$ cat src/rtl/axi_rd_arbiter_if.sv
// AXI3 read-address / read-data channel bundle between the read arbiter and the
// memory-side interconnect.
//   master modport: arbiter side (drives AR payload/valid and R ready)
//   slave modport : interconnect side (drives arready and the R beat)
interface axi_rd_arbiter_if;
  // AR channel
  logic [3:0]  arid;
  logic [31:0] araddr;
  logic [3:0]  arlen;
  logic [2:0]  arsize;
  logic [1:0]  arburst;
  logic        arvalid;
  logic        arready;
  // R channel
  logic [3:0]  axi_rid;
  logic [31:0] axi_rdata;
  logic [1:0]  axi_rresp;
  logic        axi_rlast;
  logic        axi_rvalid;
  logic        axi_rready;

  modport master (
    output arid, araddr, arlen, arsize, arburst, arvalid, axi_rready,
    input  arready, axi_rid, axi_rdata, axi_rresp, axi_rlast, axi_rvalid
  );

  modport slave (
    input  arid, araddr, arlen, arsize, arburst, arvalid, axi_rready,
    output arready, axi_rid, axi_rdata, axi_rresp, axi_rlast, axi_rvalid
  );
endinterface

$ cat src/rtl/axi_rd_arbiter.sv
// Read arbiter between the instruction-fetch port and the data read port, sharing a
// single AXI3 read channel with one transaction outstanding at a time. R beats are
// broadcast to both masters, which filter on rid.
// Ports:
//   clk, rst                      clock, synchronous active-low reset
//   inst_req/araddr/arlen         instruction-side request (level, held to last beat)
//   data_req/araddr/arlen         data-side request (same rules)
//   rdata/rid/rvalid/rlast        broadcast beat (rdata/rid/rlast qualified by rvalid)
//   busy                          high whenever a transaction is in progress
//   rd_err                        sticky error: bad rresp or unexpected rid
//   axi                           AXI AR/R channel (master side)
module axi_rd_arbiter #(
  parameter logic [3:0]  INST_ID      = 4'd0,
  parameter logic [3:0]  DATA_ID      = 4'd1,
  parameter int unsigned STARVE_LIMIT = 4
) (
  input  logic                     clk,
  input  logic                     rst,
  input  logic                     inst_req,
  input  logic [31:0]              inst_araddr,
  input  logic [3:0]               inst_arlen,
  input  logic                     data_req,
  input  logic [31:0]              data_araddr,
  input  logic [3:0]               data_arlen,
  output logic [31:0]              rdata,
  output logic [3:0]               rid,
  output logic                     rvalid,
  output logic                     rlast,
  output logic                     busy,
  output logic                     rd_err,
  axi_rd_arbiter_if.master         axi
);

  localparam int unsigned StreakW = $clog2(STARVE_LIMIT + 1);
  localparam logic [StreakW-1:0] StreakMax = StreakW'(STARVE_LIMIT);

  localparam logic [1:0] StIdle = 2'd0;
  localparam logic [1:0] StAr   = 2'd1;
  localparam logic [1:0] StR    = 2'd2;

  logic [1:0]         state_q, state_d;
  logic [3:0]         arid_q, arid_d;
  logic [31:0]        araddr_q, araddr_d;
  logic [3:0]         arlen_q, arlen_d;
  logic [StreakW-1:0] streak_q, streak_d;
  logic               rd_err_q, rd_err_d;

  logic grant_data;
  logic grant_inst;
  logic beat;
  logic rid_bad;

  always_comb begin
    // Data wins ties until it has been granted STARVE_LIMIT times in a row over a
    // waiting instruction request.
    grant_data = data_req && (!inst_req || (streak_q != StreakMax));
    grant_inst = inst_req && !grant_data;
    beat       = (state_q == StR) && axi.axi_rvalid;
    rid_bad    = beat && (axi.axi_rid != arid_q);

    state_d  = state_q;
    arid_d   = arid_q;
    araddr_d = araddr_q;
    arlen_d  = arlen_q;
    streak_d = streak_q;
    rd_err_d = rd_err_q | (beat && ((axi.axi_rresp != 2'b00) || rid_bad));

    case (state_q)
      StIdle: begin
        if (grant_data) begin
          state_d  = StAr;
          arid_d   = DATA_ID;
          araddr_d = data_araddr;
          arlen_d  = data_arlen;
          streak_d = inst_req ? streak_q + 1'b1 : '0;
        end else if (grant_inst) begin
          state_d  = StAr;
          arid_d   = INST_ID;
          araddr_d = inst_araddr;
          arlen_d  = inst_arlen;
          streak_d = '0;
        end
      end
      StAr: begin
        // Requests are not re-examined here; an issued AR cannot be retracted.
        if (axi.arready) state_d = StR;
      end
      StR: begin
        // A stray-id last beat is forwarded but does not close our burst.
        if (beat && !rid_bad && axi.axi_rlast) state_d = StIdle;
      end
      default: state_d = StIdle;
    endcase
  end

  always_ff @(posedge clk) begin
    if (!rst) begin
      state_q  <= StIdle;
      arid_q   <= '0;
      araddr_q <= '0;
      arlen_q  <= '0;
      streak_q <= '0;
      rd_err_q <= 1'b0;
    end else begin
      state_q  <= state_d;
      arid_q   <= arid_d;
      araddr_q <= araddr_d;
      arlen_q  <= arlen_d;
      streak_q <= streak_d;
      rd_err_q <= rd_err_d;
    end
  end

  assign axi.arid       = arid_q;
  assign axi.araddr     = araddr_q;
  assign axi.arlen      = arlen_q;
  assign axi.arsize     = 3'b010;
  assign axi.arburst    = 2'b01;
  assign axi.arvalid    = (state_q == StAr);
  assign axi.axi_rready = (state_q == StR);

  assign rdata  = axi.axi_rdata;
  assign rid    = axi.axi_rid;
  assign rlast  = axi.axi_rlast;
  assign rvalid = beat;
  assign busy   = (state_q != StIdle);
  assign rd_err = rd_err_q;

endmodule

$ cat src/flat_wrapper.sv
// flat-port wrapper written by rule: the top's interface ports become plain ports
module axi_rd_arbiter_flat 
#(
  parameter logic [3:0]  INST_ID      = 4'd0,
  parameter logic [3:0]  DATA_ID      = 4'd1,
  parameter int unsigned STARVE_LIMIT = 4
)
  (clk, rst, inst_req, inst_araddr, inst_arlen, data_req, data_araddr, data_arlen, rdata, rid, rvalid, rlast, busy, rd_err, axi_arid, axi_araddr, axi_arlen, axi_arsize, axi_arburst, axi_arvalid, axi_axi_rready, axi_arready, axi_axi_rid, axi_axi_rdata, axi_axi_rresp, axi_axi_rlast, axi_axi_rvalid);
  axi_rd_arbiter_if axi_i ();
  input  logic clk;
  input  logic rst;
  input  logic inst_req;
  input  logic [31:0] inst_araddr;
  input  logic [3:0] inst_arlen;
  input  logic data_req;
  input  logic [31:0] data_araddr;
  input  logic [3:0] data_arlen;
  output logic [31:0] rdata;
  output logic [3:0] rid;
  output logic rvalid;
  output logic rlast;
  output logic busy;
  output logic rd_err;
  output wire logic [$bits(axi_i.arid)-1:0] axi_arid;
  output wire logic [$bits(axi_i.araddr)-1:0] axi_araddr;
  output wire logic [$bits(axi_i.arlen)-1:0] axi_arlen;
  output wire logic [$bits(axi_i.arsize)-1:0] axi_arsize;
  output wire logic [$bits(axi_i.arburst)-1:0] axi_arburst;
  output wire logic [$bits(axi_i.arvalid)-1:0] axi_arvalid;
  output wire logic [$bits(axi_i.axi_rready)-1:0] axi_axi_rready;
  input wire logic [$bits(axi_i.arready)-1:0] axi_arready;
  input wire logic [$bits(axi_i.axi_rid)-1:0] axi_axi_rid;
  input wire logic [$bits(axi_i.axi_rdata)-1:0] axi_axi_rdata;
  input wire logic [$bits(axi_i.axi_rresp)-1:0] axi_axi_rresp;
  input wire logic [$bits(axi_i.axi_rlast)-1:0] axi_axi_rlast;
  input wire logic [$bits(axi_i.axi_rvalid)-1:0] axi_axi_rvalid;
  assign axi_arid = axi_i.arid;
  assign axi_araddr = axi_i.araddr;
  assign axi_arlen = axi_i.arlen;
  assign axi_arsize = axi_i.arsize;
  assign axi_arburst = axi_i.arburst;
  assign axi_arvalid = axi_i.arvalid;
  assign axi_axi_rready = axi_i.axi_rready;
  assign axi_i.arready = axi_arready;
  assign axi_i.axi_rid = axi_axi_rid;
  assign axi_i.axi_rdata = axi_axi_rdata;
  assign axi_i.axi_rresp = axi_axi_rresp;
  assign axi_i.axi_rlast = axi_axi_rlast;
  assign axi_i.axi_rvalid = axi_axi_rvalid;
  axi_rd_arbiter #(.INST_ID(INST_ID), .DATA_ID(DATA_ID), .STARVE_LIMIT(STARVE_LIMIT)) u_core (.clk(clk), .rst(rst), .inst_req(inst_req), .inst_araddr(inst_araddr), .inst_arlen(inst_arlen), .data_req(data_req), .data_araddr(data_araddr), .data_arlen(data_arlen), .rdata(rdata), .rid(rid), .rvalid(rvalid), .rlast(rlast), .busy(busy), .rd_err(rd_err), .axi(axi_i));
endmodule
$ cat config.mk
export PLATFORM = sky130hd
export DESIGN_NAME = axi_rd_arbiter_flat
export DESIGN_NICKNAME = d
export VERILOG_FILES = /design/src/rtl/axi_rd_arbiter_if.sv /design/src/rtl/axi_rd_arbiter.sv /design/src/flat_wrapper.sv
export SDC_FILE = /design/constraint.sdc
export NUM_CORES = 1
export LEC_CHECK = 0
export BUFFER_PORTS_ARGS = -buffer_cell sky130_fd_sc_hd__buf_4
export CAP_MARGIN = 20
export CORE_UTILIZATION = 37
export DETAILED_ROUTE_END_ITERATION = 8
export HOLD_SLACK_MARGIN = 0.1
export PLACE_DENSITY_LB_ADDON = 0.08
export SYNTH_ARGS = -nofsm -noshare
export SYNTH_HDL_FRONTEND = slang
export SYNTH_SLANG_ARGS = --single-unit
$ cat constraint.sdc
create_clock -name clk -period 1.5 [get_ports clk]
set_input_delay 0.15 -clock clk [delete_from_list [all_inputs] [get_ports clk]]
set_output_delay 0.15 -clock clk [all_outputs]
set_load 0.01 [all_outputs]
### After elaboration in Yosys (flattened, before gate mapping)

Cells that the tools add are included.

* add/sub/neg operators: 1
* equality and inequality tests: 7
* muxes and demuxes: 14
* bitwise gates (word level): 1
* reduce and logical (&&, ||, !) cells: 18

Operators with widths (number)
* two-way mux 32 bit: 2
* two-way mux 4 bit: 4
* two-way mux 3 bit: 3
* two-way mux 2 bit: 4
* logical AND 1 bit: 7
* one-hot mux 2 bit (3 select lines): 1
* nonzero test 2 bit: 3
* != test 2 x 1 -> 1 bit, second input constant: 2
* != test 4 bit: 1
* adder 3 x 1 -> 3 bit, second input constant: 1
* logical NOT 1 bit: 3
* != test 3 x 1 -> 1 bit, second input constant: 1
* != test 3 bit, second input constant: 1
* AND reduction 3 bit: 1
* == test 2 x 1 -> 1 bit, second input constant: 1
* == test 2 bit, second input constant: 1
* logical NOT 2 bit: 1
* logical OR 1 bit: 2
* AND reduction 2 bit: 1
* OR 1 bit: 1

* flip-flop bits (word level): 46
* input port bits: 117
* output and inout port bits: 87
* word-level logic and storage cells: 47

### Longest topological paths before layout

* word-level depth: 8
* mapped depth: 6
* depth with buffers taken out: 5

### Worst setup path after synthesis

No wires, ideal clock.

* kind: register -> register
* from: reg u_core.streak_q[0]
* to: reg u_core.araddr_q[16] (netlist: u_core.axi.araddr[16])
* arrival: 1.340 ns
* slack: 0.038 ns
* stages on the path, launching flop included: 7
* buffers on the path: 1
* period minus slack after synthesis: 1.462 ns
* path through: dfxtp_1 > inv_1 > ha_1 > nand3_4 > clkbuf_2 > a21boi_0 > o311a_1

* cells in the longest elaborated chain, start to end: 7
* elaborated cells on any way between the ends: 8
* those cells by class: 1 x eq/ne; 1 x mux; 6 x reduce/logical

Ends and longest elaborated chain
* start: declaration: RTL line axi_rd_arbiter.sv:45 `logic [StreakW-1:0] streak_q, streak_d;`
* start signal: assignment: RTL line axi_rd_arbiter.sv:109 `streak_q <= streak_d;`
* != test 3 bit *: RTL line axi_rd_arbiter.sv:56 `grant_data = data_req && (!inst_req || (streak_q != StreakMax));`
* logical OR 1 bit *: RTL line axi_rd_arbiter.sv:56
* logical AND 1 bit *: RTL line axi_rd_arbiter.sv:56
* logical NOT 1 bit: RTL line axi_rd_arbiter.sv:57 `grant_inst = inst_req && !grant_data;`
* logical AND 1 bit: RTL line axi_rd_arbiter.sv:57
* nonzero test 2 bit (no line)
* AND reduction 2 bit (no line)
* end signal: assignment: RTL line axi_rd_arbiter.sv:107 `araddr_q <= araddr_d;`
* end: declaration: RTL line axi_rd_arbiter.sv:43 `logic [31:0] araddr_q, araddr_d;`

Mark *: on every way between the ends. The rest lies on a longest branch, timed or not.
A chain may end at the register's enable or synchronous reset.

### Final worst setup path

* from: reg u_core.streak_q[0]
* to: reg u_core.araddr_q[13] (netlist: u_core.axi.araddr[13])

Same word-level chain as after synthesis.

==> qor.txt <==
WORST SETUP PATH
----------------------------------------------------------------------------------------------------
Length in cells of the worst reg-to-reg path ..........................................            7
Endpoint type of the worst setup path .................................................     register
CP max FO .............................................................................            7
Chain of cells forming the critical path .............................................. inv_2, ha_4, nand3_4, buf_12, clkbuf_16, and3_1, o311a_1
Max incr delay on CP ..................................................................      0.33 ns
Register-to-register setup slack ......................................................     -0.02 ns
Worst endpoint required time ..........................................................      1.70 ns
Slowest-stage cell, CP ................................................................ sky130_fd_sc_hd__dfxtp_2
Worst setup path endpoint ............................................................. u_core.axi.araddr[13]$_SDFFE_PN0P_
Worst setup SP type ...................................................................     register
Start-to-end type of the worst setup path ............................................. register to register
Start point of the critical path ...................................................... u_core.streak_q[0]$_SDFFE_PN0P_
Reg-to-Reg Start ...................................................................... u_core.streak_q[0]$_SDFFE_PN0P_
Worst reg2reg endpoint ................................................................ u_core.axi.araddr[13]$_SDFFE_PN0P_
Data arrival time of the critical path ................................................      1.72 ns

CELLS AND AREA
----------------------------------------------------------------------------------------------------
Number of non-filler instances in the completed layout ................................          498
Fillcell total ........................................................................          695
Net count, final ......................................................................          517
Ratio of cells with drive above 1 in the final layout .................................        46.1%
Area used by sequential logic in the layout ...........................................      865 µm²
Area added between synthesis and finish ...............................................        39.1%
N_diodes ..............................................................................            0
Area used by multi-input combinational logic ..........................................     1490 µm²

YOSYS
----------------------------------------------------------------------------------------------------
Area contributors post-synth .......................................................... sky130_fd_sc_hd__dfxtp_1, sky130_fd_sc_hd__o311a_1, sky130_fd_sc_hd__buf_4, sky130_fd_sc_hd__a21boi_0, sky130_fd_sc_hd__o21bai_1
Post-synth EDFFs ......................................................................            0
XOR/XNOR Fraction of Synth Area .......................................................       0.315%
Synth Cell Area .......................................................................     2780 µm²
Fraction of the mapped netlist area in adder cells ....................................       0.901%
Area fraction in compound gates after synthesis .......................................        35.6%
Largest family of logic cells by synthesized area ..................................... compound AO/OA/AOI/OAI gates
Number of distinct library cells after synthesis ......................................           31
Multiplexer share of the synthesized area .............................................           0%
Warnings, synthesis ...................................................................            0
Sequential cell area fraction in the yosys report .....................................        31.0%
Mean cell area of the mapped netlist ..................................................     9.01 µm²
Async set-reset flop share out of synthesis ...........................................           0%
Yosys top cell area share .............................................................        31.0%
Synth Register Bits ...................................................................           43
Fraction of the mapped netlist area in simple logic gates .............................        13.2%
Post-Synthesis Cells ..................................................................          308
Area leader, netlist .................................................................. sky130_fd_sc_hd__dfxtp_1
Leading register cell type out of synthesis ........................................... sky130_fd_sc_hd__dfxtp_1

CLOCKING
----------------------------------------------------------------------------------------------------
Htree depth ...........................................................................            2
Clock tree from TritonCTS .............................................................          yes
Clock sinks ...........................................................................           43
Insertion delay to the later sink of the worst-skew pair ..............................      0.30 ns
Total clock buffers created by CTS ....................................................            5
CTS max path bufs .....................................................................            2
Clock-pin slew reported for the worst setup and hold paths after clock tree synthesis .      0.09 ns
Clk root buf .......................................................................... sky130_fd_sc_hd__clkbuf_8
CTS Hold Buffers Added ................................................................            0

POWER AND IR DROP
----------------------------------------------------------------------------------------------------
Worst ir drop on vdd ..................................................................       436 µV
Overall power after layout ............................................................      3.20 mW
Pwr per Cell Area .....................................................................   828 nW/µm²
Leak ..................................................................................      1.90 nW

FLOORPLANNING
----------------------------------------------------------------------------------------------------
Top-level port count ..................................................................          204
Site row count ........................................................................           31
Initial standard-cell utilization of the core .........................................        38.3%
Floorplan die width ...................................................................      88.6 µm
Core region area ......................................................................     7250 µm²
Die Span Y ............................................................................      88.6 µm
Die Outline Area ......................................................................     7850 µm²

RUN
----------------------------------------------------------------------------------------------------
Max-Cap Viols .........................................................................            0

TIMING
----------------------------------------------------------------------------------------------------
Setup repair after global routing missed its margin ...................................          yes
Max-slew violation count ..............................................................            0
Worst setup margin ....................................................................   -0.0211 ns
Count of final setup violators ........................................................           20
Minimum clock period ..................................................................      1.52 ns
Clock tree skew after final layout ....................................................   0.00621 ns
Highest achievable clock rate .........................................................    0.657 GHz
Ratio of final minimum period to clock period .........................................         101%
Final hold vios .......................................................................            0

ROUTING
----------------------------------------------------------------------------------------------------
Routed wire length per instance .......................................................      16.1 µm
Post-route ant nets ...................................................................            0
Number of vias per cell ...............................................................         5.27
First-pass iteration count of the detailed router .....................................            4
DR vias ...............................................................................         2624
WL final ..............................................................................      8.02 mm
DR iter-0 viols .......................................................................          114
Count of unresolved DRC violations after routing ......................................            0

GRT
----------------------------------------------------------------------------------------------------
Antenna violations before repair ......................................................            0
Total global-route track usage ........................................................        20.5%
Vias in the first global route ........................................................         2616
Pin count of the biggest net entering global routing ..................................           34
Total congestion overflow .............................................................            0
Wire length of the first global-routing pass ..........................................      12.4 mm

PLACE
----------------------------------------------------------------------------------------------------
Placed cells ..........................................................................          483
Dpl hpwl ..............................................................................      5.23 mm
Last weighted congestion value of the routability-driven placer .......................        0.754
Setup WS pre-CTS ......................................................................   -0.0392 ns
Buffers on Ports ......................................................................          131

STATUS
----------------------------------------------------------------------------------------------------
Failing checks ........................................................................ setup timing
Run status ............................................................................ finished with violations

HOLD PATH
----------------------------------------------------------------------------------------------------
Worst Hold Class ...................................................................... input pin to register

## sequential cells by signal, indices dropped and copies added (netlist names)
| signal | flops |
|---|---|
| u_core.rd_err | 1 |
| u_core.state_q | 2 |
| u_core.axi.arid | 1 |
| u_core.streak_q | 3 |
| u_core.axi.araddr | 32 |
| u_core.axi.arlen | 4 |
## layout by cell type, fill, tap and decap left out, drive strengths merged
master,n
xor2,1
nor4bb,1
nor3,1
a21oi,1
dfxtp,43
or3,1
nor2,5
clkbuf,6
and4bb,1
o21a,1
inv,5
nand2,4
bufbuf,1
nand3,4
and3,36
and3b,2
conb,8
o21bai,36
o21ai,8
nand2b,1
o311ai,1
clkinv,3
nor2b,1
buf,151
ha,2
a21boi,39
o311a,36
## what timing repair did
item                                    in CTS  in global routing
resized for setup                           12                 10
gates cloned                                 2                  1
endpoints found under the setup margin      37                 28
pin swaps                                    2                  0
setup buffers                                2                  2
## per-stage QoR
| stage | cell area, µm² | hold WS, ns | TNS [ns] | utilization [%] |
|---|---|---|---|---|
| 4_1_cts | 3780 | 0.116 | -0.267 | 52.2 |
| 5_1_grt | 3860 | 0.133 | -1.41 | 53.3 |
| 3_3_place_gp | 3570 | 0.300 | 0 | 49.3 |
| 3_5_place_dp | 3570 | 0.300 | -0.609 | 49.3 |
| 6_report | 3860 | 0.119 | -0.197 | 53.3 |
| 2_1_floorplan | 2800 | 0.290 | 0 | - |
## Yosys cell counts, types with 2 or more instances
library cell and number:
sky130_fd_sc_hd__buf_4 46, sky130_fd_sc_hd__dfxtp_1 43, sky130_fd_sc_hd__a21boi_0 39, sky130_fd_sc_hd__o21bai_1 36
sky130_fd_sc_hd__o311a_1 36, sky130_fd_sc_hd__and3_1 34, sky130_fd_sc_hd__clkbuf_1 15, sky130_fd_sc_hd__buf_2 10
sky130_fd_sc_hd__o21ai_0 7, sky130_fd_sc_hd__inv_1 5, sky130_fd_sc_hd__nor2_1 5, sky130_fd_sc_hd__buf_6 4
sky130_fd_sc_hd__nand2_1 4, sky130_fd_sc_hd__nand3_1 3, sky130_fd_sc_hd__and3_4 2, sky130_fd_sc_hd__and3b_1 2
sky130_fd_sc_hd__conb_1 2, sky130_fd_sc_hd__ha_1 2
## critical path: cells and delay by family, from the launching register on
family	cells	cell delay (ns)
buf+inv	3	0.39
compound gates	1	0.28
flops	1	0.33
fa+ha+maj	1	0.14
simple gates	2	0.27
## logic make-up (layout without fill, tap and decap cells)
family                     Yosys count  after routing
AOI/OAI and AO/OA                  122            122
buffers and inverters               81            166
and+or+nand+nor                     57             57
DFF                                 43             43
adders and majority gates            2              2
other                                2              8
xor gates and xnor gates             1              1
## routing by layer
metal  global-route usage, %  vias up  wire length, µm
met2                    33.9       99             3870
met4                    7.04        0               95
met5                       0        -                0
li1                        -     1271                -
met3                    7.00       16              602
met1                    24.8     1238             3450
## how the worst min path moves through the flow
| stage | startpoint | endpoint | slack (ns) | depth (start not counted) |
|---|---|---|---|---|
| after detailed placement | axi_axi_rdata[17] | rdata[17] | 0.30 | 0 |
| final | axi_axi_rresp[0] | u_core.rd_err$_SDFF_PN0_ | 0.12 | 3 |
| after global placement | axi_axi_rdata[17] | rdata[17] | 0.30 | 0 |
| after global routing | axi_arready | u_core.state_q[1]$_SDFFE_PN0P_ | 0.13 | 3 |
| after floorplan | axi_arready | u_core.state_q[1]$_SDFFE_PN0P_ | 0.29 | 2 |
| after CTS | axi_axi_rresp[1] | u_core.rd_err$_SDFF_PN0_ | 0.12 | 3 |
## layout make-up
cell class | count | share of cell area (%)
Multi-Input combinational cell | 190 | 38.6
Timing Repair Buffer | 153 | 33.2
Sequential cell | 43 | 22.4
Tap cell | 99 | 3.21
Clock buffer | 5 | 1.78
Inverter | 5 | 0.486
Clock inverter | 3 | 0.389
## power breakdown
| part | switching, mW | internal, mW |
|---|---|---|
| Clock | 0.422 | 0.320 |
| Sequential | 0.0750 | 1.28 |
| Combinational | 0.473 | 0.630 |
| Total | 0.970 | 2.23 |
Note: power is estimated with default switching activity, not from simulation.
